`src/rtl/i2c_target_regfile.sv`:
```
// I2C target with a byte register file: address byte, pointer byte, then write bytes or read bytes.
// Latency: bus sampled through p_sync_stages flops plus an edge flop; o_dbg_data is one cycle behind i_dbg_addr.
// Never stretches SCL, so there is no backpressure. Define I2C_TARGET_AUTOINC_EN for pointer auto-increment and a reset-cleared file.
module i2c_target_regfile #(
    parameter logic [6:0] p_slave_addr  = 7'h21,
    parameter int         p_addr_width  = 8,
    parameter int         p_sync_stages = 2
) (
    input  logic                    i_clk,
    input  logic                    i_rst_n,
    input  logic                    i_scl,
    input  logic                    i_sda,
    output logic                    o_sda_low,
    output logic                    o_wr_valid,
    output logic [p_addr_width-1:0] o_wr_addr,
    output logic [7:0]              o_wr_data,
    input  logic [p_addr_width-1:0] i_dbg_addr,
    output logic [7:0]              o_dbg_data,
    output logic                    o_busy
);
    localparam int c_depth = 2 ** p_addr_width;
`ifdef I2C_TARGET_AUTOINC_EN
    localparam bit c_autoinc = 1'b1;
`else
    localparam bit c_autoinc = 1'b0;
`endif

    typedef enum logic [3:0] {IDLE, ADDR, ADDR_ACK, PTR, PTR_ACK, WDATA, WACK, RDATA, RACK} state_t;

    logic [p_sync_stages-1:0] scl_ff, sda_ff;
    logic                     scl_prev, sda_prev;
    logic                     scl_s, sda_s, scl_rise, scl_fall, start_det, stop_det;

    state_t                  state, state_n;
    logic [3:0]              cnt, cnt_n;
    logic [7:0]              sh, sh_n, shifted;
    logic [p_addr_width-1:0] ptr, ptr_n, ptr_adv;
    logic                    rw, rw_n, ack_seen, ack_seen_n, sda_low_n, busy_n;
    logic                    wr_valid_n;
    logic [p_addr_width-1:0] wr_addr_n;
    logic [7:0]              wr_data_n;
    logic                    mem_we;
    logic [7:0]              mem [c_depth];

    always_ff @(posedge i_clk or negedge i_rst_n) begin
        if (!i_rst_n) begin
            scl_ff   <= '1;
            sda_ff   <= '1;
            scl_prev <= 1'b1;
            sda_prev <= 1'b1;
        end else begin
            scl_ff   <= {scl_ff[p_sync_stages-2:0], i_scl};
            sda_ff   <= {sda_ff[p_sync_stages-2:0], i_sda};
            scl_prev <= scl_s;
            sda_prev <= sda_s;
        end
    end

    assign scl_s     = scl_ff[p_sync_stages-1];
    assign sda_s     = sda_ff[p_sync_stages-1];
    assign scl_rise  = scl_s & ~scl_prev;
    assign scl_fall  = ~scl_s & scl_prev;
    assign start_det = scl_s & scl_prev & sda_prev & ~sda_s;
    assign stop_det  = scl_s & scl_prev & ~sda_prev & sda_s;
    assign shifted   = {sh[6:0], sda_s};
    assign ptr_adv   = c_autoinc ? ptr + 1'b1 : ptr;

    always_ff @(posedge i_clk or negedge i_rst_n) begin
        if (!i_rst_n) begin
            state      <= IDLE;
            cnt        <= 4'd0;
            sh         <= 8'h00;
            ptr        <= '0;
            rw         <= 1'b0;
            ack_seen   <= 1'b0;
            o_sda_low  <= 1'b0;
            o_busy     <= 1'b0;
            o_wr_valid <= 1'b0;
            o_wr_addr  <= '0;
            o_wr_data  <= 8'h00;
        end else begin
            state      <= state_n;
            cnt        <= cnt_n;
            sh         <= sh_n;
            ptr        <= ptr_n;
            rw         <= rw_n;
            ack_seen   <= ack_seen_n;
            o_sda_low  <= sda_low_n;
            o_busy     <= busy_n;
            o_wr_valid <= wr_valid_n;
            o_wr_addr  <= wr_addr_n;
            o_wr_data  <= wr_data_n;
        end
    end

    always_comb begin
        state_n    = state;
        cnt_n      = cnt;
        sh_n       = sh;
        ptr_n      = ptr;
        rw_n       = rw;
        ack_seen_n = ack_seen;
        sda_low_n  = o_sda_low;
        busy_n     = o_busy;
        wr_valid_n = 1'b0;
        wr_addr_n  = o_wr_addr;
        wr_data_n  = o_wr_data;
        mem_we     = 1'b0;
        // Bus conditions outrank any bit activity, so a STOP mid-byte never commits a write.
        if (stop_det) begin
            state_n    = IDLE;
            cnt_n      = 4'd0;
            sda_low_n  = 1'b0;
            busy_n     = 1'b0;
            ack_seen_n = 1'b0;
        end else if (start_det) begin
            state_n    = ADDR;
            cnt_n      = 4'd0;
            sda_low_n  = 1'b0;
            ack_seen_n = 1'b0;
        end else begin
            case (state)
                IDLE: ;
                ADDR, PTR, WDATA: if (scl_rise) begin
                    sh_n  = shifted;
                    cnt_n = cnt + 4'd1;
                    if (cnt == 4'd7) begin
                        cnt_n = 4'd0;
                        if (state == ADDR) begin
                            if (shifted[7:1] == p_slave_addr) begin
                                state_n = ADDR_ACK;
                                rw_n    = shifted[0];
                                busy_n  = 1'b1;
                            end else begin
                                state_n   = IDLE;
                                busy_n    = 1'b0;
                                sda_low_n = 1'b0;
                            end
                        end else if (state == PTR) begin
                            ptr_n   = p_addr_width'(shifted);
                            state_n = PTR_ACK;
                        end else begin
                            mem_we     = 1'b1;
                            wr_valid_n = 1'b1;
                            wr_addr_n  = ptr;
                            wr_data_n  = shifted;
                            ptr_n      = ptr_adv;
                            state_n    = WACK;
                        end
                    end
                end
                // First SCL fall pulls SDA, the next one ends the ACK slot.
                ADDR_ACK, PTR_ACK, WACK: if (scl_fall) begin
                    if (!o_sda_low) begin
                        sda_low_n = 1'b1;
                    end else if (state == ADDR_ACK && rw) begin
                        state_n   = RDATA;
                        cnt_n     = 4'd0;
                        sh_n      = mem[ptr];
                        sda_low_n = ~mem[ptr][7];
                    end else begin
                        state_n   = (state == ADDR_ACK) ? PTR : WDATA;
                        cnt_n     = 4'd0;
                        sda_low_n = 1'b0;
                    end
                end
                RDATA: begin
                    if (scl_rise) begin
                        cnt_n = cnt + 4'd1;
                    end else if (scl_fall) begin
                        if (cnt == 4'd8) begin
                            state_n    = RACK;
                            cnt_n      = 4'd0;
                            sda_low_n  = 1'b0;
                            ack_seen_n = 1'b0;
                        end else begin
                            sh_n      = {sh[6:0], 1'b0};
                            sda_low_n = ~sh[6];
                        end
                    end
                end
                RACK: begin
                    if (scl_rise) begin
                        if (!sda_s) begin
                            ack_seen_n = 1'b1;
                            ptr_n      = ptr_adv;
                            sh_n       = mem[ptr_adv];
                        end else begin
                            state_n   = IDLE;
                            sda_low_n = 1'b0;
                        end
                    end else if (scl_fall && ack_seen) begin
                        state_n    = RDATA;
                        cnt_n      = 4'd0;
                        ack_seen_n = 1'b0;
                        sda_low_n  = ~sh[7];
                    end
                end
                default: state_n = IDLE;
            endcase
        end
    end

`ifdef I2C_TARGET_AUTOINC_EN
    always_ff @(posedge i_clk or negedge i_rst_n) begin
        if (!i_rst_n) begin
            for (int i = 0; i < c_depth; i++) mem[i] <= 8'h00;
        end else if (mem_we) begin
            mem[ptr] <= shifted;
        end
    end
`else
    always_ff @(posedge i_clk) begin
        if (mem_we) mem[ptr] <= shifted;
    end
`endif

    always_ff @(posedge i_clk) begin
        o_dbg_data <= mem[i_dbg_addr];
    end
endmodule

```
`config.mk`:
```
export PLATFORM = sky130hd
export DESIGN_NAME = i2c_target_regfile
export DESIGN_NICKNAME = d
export VERILOG_FILES = /design/src/rtl/i2c_target_regfile.sv
export SDC_FILE = /design/constraint.sdc
export NUM_CORES = 2
export LEC_CHECK = 0
export BUFFER_PORTS_ARGS = -buffer_cell sky130_fd_sc_hd__buf_4
export CAP_MARGIN = 40
export CORE_MARGIN = 2
export CORE_UTILIZATION = 30
export DETAILED_ROUTE_END_ITERATION = 8
export PLACE_DENSITY_LB_ADDON = 0.25
export SETUP_SLACK_MARGIN = 0.15
export SYNTH_ARGS = -nofsm -noshare
export SYNTH_HDL_FRONTEND = slang
export SYNTH_SLANG_ARGS = --single-unit
```
`constraint.sdc`:
```
create_clock -name i_clk -period 5.4 [get_ports i_clk]
set_clock_uncertainty 0.2 [all_clocks]
set_input_delay 0.27 -clock i_clk [delete_from_list [all_inputs] [get_ports i_clk]]
set_output_delay 0.27 -clock i_clk [all_outputs]
set_load 0.02 [all_outputs]
```
=== Word-level counts from Yosys, hierarchy flattened ===
Memory sizes are Yosys's and may differ from the RTL's. A register that Yosys moved wholly into a read port is not among the register bits.
Cells that the tools add are included.

* Add/subtract/negate cells: 1
* Multipliers: 0
* Div/mod/pow operators: 0
* Magnitude comparators: 0
* Equality and inequality tests: 38
* Shifts and indexed selects: 0
* Multiplexer cells: 81
* Bitwise gates (word level): 18
* Reduce and logical (&&, ||, !) cells: 21

{| class="wikitable"
|+ Operator list
! cell !! number
|-
| 4-bit 2-to-1 mux || 24
|-
| 8-bit 2-to-1 mux || 9
|-
| 4-bit != test (second input constant) || 11
|-
| 1-bit 2-to-1 mux || 39
|-
| 8-bit case mux with 4 select lines || 1
|-
| 5-bit != test (second input constant) || 5
|-
| 7-bit AND reduction || 3
|-
| 4-bit by 3-bit equality test with 1-bit output (second input constant) || 5
|-
| 4-bit case mux with 5 select lines || 1
|-
| 10-bit AND reduction || 2
|-
| 2-bit != test (second input constant) || 9
|-
| 4-bit case mux with 4 select lines || 1
|-
| 12-bit AND reduction || 1
|-
| 1-bit NOT || 11
|-
| 4-bit by 2-bit equality test with 1-bit output (second input constant) || 2
|-
| 4-bit equality test (second input constant) || 2
|-
| 8-bit AND reduction || 1
|-
| 2-bit nonzero test || 4
|-
| 4-bit nonzero test || 2
|-
| 1-bit AND || 7
|-
| 7-bit by 6-bit equality test with 1-bit output (second input constant) || 1
|-
| 3-bit 2-to-1 mux || 2
|-
| 6-bit AND reduction || 1
|-
| 6-bit nonzero test || 1
|-
| 11 further kinds || 14
|}

* Register bits: 51
* Latch bits: 0
* RAM bits: 2048
* ROM bits: 0
* Bits of input ports: 12
* Word-level logic and storage cells: 175
* Memories kept: 1

{| class="wikitable"
|+ Memory list
! memory !! words !! bits a word !! read ports !! clocked after Yosys merged registers in !! write ports !! RTL line !! text
|-
| mem || 256 || 8 || 2 || 1 || 1 || 43 || <nowiki>logic [7:0] mem [c_depth];</nowiki>
|}

=== Depth between registers and ports, before layout ===
* Word-level depth: 10
* Mapped depth: 13
* Depth with buffers taken out: 9

=== Worst setup path after synthesis ===
OpenSTA, ideal clock, no wires.

* Kind: register to register
* Start: register sh[5]
* End: register o_sda_low
* Library setup time: 0.130 ns
* Arrival time: 5.065 ns
* Required time: 5.070 ns
* Setup slack: 0.006 ns
* Stages on the path, launching flop included: 8
* Clock period less this slack: 5.394 ns
* Cell sequence: dfrtp_1 or4b_2 nor4b_1 or3b_2 a21oi_1 o311a_1 mux2i_1 o21ai_0

* Cells in the longest elaborated chain, start to end: 3

{| class="wikitable"
|+ Ends and longest elaborated chain
! what !! RTL line !! text
|-
| start, declared || 36 || <nowiki>logic [7:0] sh, sh_n, shifted;</nowiki>
|-
| start signal, assigned || 84 || <nowiki>sh <= sh_n;</nowiki>
|-
| 7-bit by 6-bit equality test with 1-bit output || 130 || <nowiki>if (shifted[7:1] == p_slave_addr) begin</nowiki>
|-
| 4-bit != test (no source line) || n/a ||
|-
| 10-bit AND reduction (no source line) || n/a ||
|-
| end signal, assigned || 88 || <nowiki>o_sda_low <= sda_low_n;</nowiki>
|-
| end, declared || 13 || <nowiki>output logic o_sda_low,</nowiki>
|}

No other way between the ends.
A chain may end at the register's enable or synchronous reset.

=== Worst setup path after layout ===
* Start: register ptr[0]
* End: register sh[7]

* Cells in the longest elaborated chain, start to end: 5
* Elaborated cells between the ends (all ways): 7

{| class="wikitable"
|+ Ends and longest elaborated chain
! what !! RTL line !! text
|-
| start, declared || 37 || <nowiki>logic [p_addr_width-1:0] ptr, ptr_n, ptr_adv;</nowiki>
|-
| start signal, assigned || 85 || <nowiki>ptr <= ptr_n;</nowiki>
|-
| memory read 256 x 8 bit * || n/a ||
|-
| 8-bit 2-to-1 mux || 156 || <nowiki>end else if (state == ADDR_ACK && rw) begin</nowiki>
|-
| 8-bit 2-to-1 mux || 154 || <nowiki>if (!o_sda_low) begin</nowiki>
|-
| 8-bit 2-to-1 mux || 153 || <nowiki>ADDR_ACK, PTR_ACK, WACK: if (scl_fall) begin</nowiki>
|-
| 8-bit case mux with 4 select lines * || 122 || <nowiki>case (state)</nowiki>
|}

Every way passes the cells marked *; elsewhere a longest branch is shown, timed or not. The select of a mux whose other input is x is not followed.

==> run summary <==
Kind of critical path -> reg -> reg
DR vias -> 53.4k
CTS tree -> yes
Ys Warns -> 0
CTS sink cnt -> 2,107
WL/cell -> 35.8 um
Critical path endpoint -> sh[7]
Die W -> 575 um
Vias per inst -> 5.69
Fin. max-slew vios -> 0
Initial core utilization -> 30.2%
Seq cells post-synth -> 2,107
Antenna violations before repair -> 17
Critical Path RT -> 6.03 ns
Pwr Density -> 334 nW/um2
Dpl cells -> 8,943
Final Hold Vio Count -> 0
Main flop type after synthesis -> edfxtp_1
Layout cell share with drive strength beyond 1 -> 42.7%
Fin crit share -> 80.3%
Async S/R FF share, synth -> 2.42%
Tmin final -> 4.34 ns
Unrepaired setup endpoints after global routing -> no
Vias in the first global route -> 54.1k
Synthesized cell area -> 97,800 um2
Pre-Repair DR Iteration Count -> 6
TNS Setup -> 0 ns
Final setup vio count -> 0
Sequential area share after synthesis -> 64.3%
Nets -> 4,883
Run status -> complete, no violations
Htree depth -> 4
Largest net degree at the start of global routing -> 85
IO buf count -> 38
Max layer used -> met5
Worst reg-to-reg path cell count -> 9
Critical R2R Capture -> sh[7]
Rel. slew slack -> 18.5%
Worst skew pair latency -> 0.94 ns
Met3 wire len -> 26,100 um
Worst-margin pin slew -> 1.22 ns
Leak -> 34.5 nW
Cell count after synthesis -> 4,532
Placed cell area -> 106,000 um2
Critical path startpoint category -> flip-flop
Fmax achieved -> 231 MHz
Met2 WL post-DR -> 160,000 um
Die area -> 331,000 um2
Core Area -> 324,000 um2
Core Util, Final -> 35.2%
Synth unique cells -> 68
First-pass GRT wire length -> 463,000 um
Peak supply drop -> 0.244 mV
P&R area growth vs syn -> 16.6%
Gpl congestion -> 0.881
Number of I/O pins -> 39
CP arrival -> 4.96 ns
Source of the worst register-to-register timing path -> ptr[0]
Max-Cap Viols -> 0
GR Overflow Total -> 0
GRT Util Overall -> 20.1%
HP Class -> in -> reg
Final ANT Viol Nets -> 0
Initial DRC count -> 6,542
# DRC -> 0
Clock buffer depth -> 4
Crit path capture type -> flip-flop
CP max FO -> 20
Crit path launch -> ptr[0]
Die Ht -> 575 um
Avg Synthesized Cell Area -> 21.6 um2
Fin cells -> 9,390
Total length of routed wires -> 336,000 um
Root Buffer -> clkbuf_16
R2R Setup Slk -> 1.06 ns
Number of synthesized flops with an enable pin -> 2,048
# rows -> 209
CTS Buf Count -> 229
Post-route met1 wirelength -> 138,000 um
Post-route cell area -> 114,000 um2
Clock slew at reported path FFs -> 0.07 ns
Post-Synthesis Net Count -> 4,549
Dpl hpwl -> 226,000 um
power breakdown:
| part | leakage (nW) | switching, W | total [W] | internal, W |
|---|---|---|---|---|
| Combinational | 11.0 | 0.00176 | 0.00245 | 0.000693 |
| Clock | 3.77 | 0.00683 | 0.0165 | 0.00964 |
| Sequential | 19.8 | 0.000262 | 0.0192 | 0.0189 |
sequential cells by signal, summed over array words and instances, names as in the netlist:
| register | count |
|---|---|
| mem | 2048 |
| o_dbg_data | 8 |
| o_wr_addr | 8 |
| o_wr_data | 8 |
| ptr | 8 |
| sh | 8 |
| cnt | 4 |
| state | 4 |
| scl_ff | 2 |
| sda_ff | 2 |
| ack_seen | 1 |
| o_busy | 1 |
| o_sda_low | 1 |
| o_wr_valid | 1 |
| rw | 1 |
| scl_prev | 1 |
| sda_prev | 1 |
cells by family after synthesis:
| group | Yosys count | synth area share (%) |
|---|---|---|
| xor+xnor | 1 | 0.00895 |
| compound gates | 155 | 1.07 |
| buf+inv | 387 | 1.83 |
| flops | 2107 | 64.3 |
| simple gates | 537 | 2.35 |
| mux | 1339 | 30.3 |
| fa+ha+maj | 6 | 0.0742 |
critical path, stage by stage, from the launching register on:
cell      delay (ns)
dfrtp_4         0.81
buf_12          0.32
buf_4           0.40
mux4_2          0.61
mux2_2          0.28
o22ai_1         0.36
o41ai_1         0.15
a311oi_1        0.50
a31oi_1         0.15
a221o_1         0.36
layout by cell type (no fill, tap or decap), drive strengths merged, types with 5 or more instances in the layout:
cell type | netlist | layout
mux2i | 25 | 25
dlygate4sd3 | 0 | 12
a31oi | 10 | 10
nor2b | 19 | 19
dfrtp | 45 | 45
nand2b | 8 | 8
clkbuf | 181 | 301
a211oi | 5 | 5
clkinvlp | 0 | 13
o22ai | 11 | 11
a22oi | 30 | 30
o221ai | 6 | 6
mux4 | 1299 | 1299
or2 | 5 | 5
bufinv | 0 | 32
dfstp | 6 | 6
edfxtp | 2048 | 2048
ha | 5 | 5
nand2 | 122 | 122
mux2 | 15 | 15
clkinv | 0 | 79
dfxtp | 8 | 8
a21oi | 29 | 29
inv | 20 | 25
a22o | 6 | 6
nand4 | 7 | 7
and3 | 5 | 5
buf | 186 | 457
nor3 | 8 | 8
o21ai | 25 | 25
nor2 | 295 | 295
nand3 | 41 | 41
and2 | 5 | 5
worst min path at each step:
stage                             start       endpoint  slack, ns  cells after the start
after detailed placement        i_rst_n     o_wr_valid       0.17                      1
final                     i_dbg_addr[3]  o_dbg_data[7]       0.12                      4
after global placement          i_rst_n     o_wr_valid       0.16                      1
after global routing      i_dbg_addr[3]  o_dbg_data[7]       0.10                      4
after floorplan                 i_rst_n       ack_seen      -0.23                      0
after CTS                 i_dbg_addr[3]  o_dbg_data[7]       0.06                      4
layout make-up:
class	instances	area [um2]
Antenna cell	1	2.50
Clock buffer	300	6200
Clock inverter	129	1610
Fill cell	29900	210000
Inverter	20	75.1
Multi-Input combinational cell	2038	33200
Sequential cell	2107	63000
Tap cell	4325	5410
Timing Repair Buffer	470	4650
through the flow:
step	total power [W]	hold WS, ns	setup WS (ns)
after global routing	0.0391	0.104	1.01
after detailed placement	0.0220	0.175	1.15
after floorplan	0.0208	-0.226	0.366
final	0.0381	0.115	1.06
after global placement	0.0218	0.163	0.764
after CTS	0.0384	0.0580	1.12
cells in the mapped netlist (5+ instances only):
library cell / instances / area share (%)
a21oi_1: 29 / 0.15
o21ai_0: 25 / 0.13
buf_6: 17 / 0.20
mux2_2: 15 / 0.17
a22oi_1: 30 / 0.23
ha_1: 5 / 0.064
a31oi_1: 10 / 0.064
o221ai_1: 6 / 0.054
a22o_1: 6 / 0.054
buf_2: 100 / 0.51
buf_4: 22 / 0.17
dfstp_2: 6 / 0.16
dfrtp_1: 45 / 1.2
nand4_1: 7 / 0.045
mux4_2: 1299 / 30
nand3_1: 41 / 0.21
nor3_1: 8 / 0.041
buf_1: 47 / 0.18
a211oi_1: 5 / 0.038
nor2_1: 295 / 1.1
nand2_1: 122 / 0.47
nor2b_1: 19 / 0.12
edfxtp_1: 2048 / 63
mux2i_1: 25 / 0.26
nand2b_1: 8 / 0.051
o22ai_1: 11 / 0.070
inv_1: 19 / 0.073
and3_1: 5 / 0.032
dfxtp_1: 8 / 0.16
clkbuf_1: 181 / 0.69
and2_1: 5 / 0.032
or2_2: 5 / 0.032
routing by layer:
layer,GRT usage (%),vias up
met5,0,-
met4,6.69,6
met3,3.47,437
met2,32.2,2609
met1,27.8,29800
li1,-,20600
timing repair:
item | CTS | global route
hold buffers | 13 | 0
endpoints found under the hold margin | 61 | 0
gates resized for setup | 0 | 0
setup buffers | 0 | 0
Power figures use the tool's default switching activity.
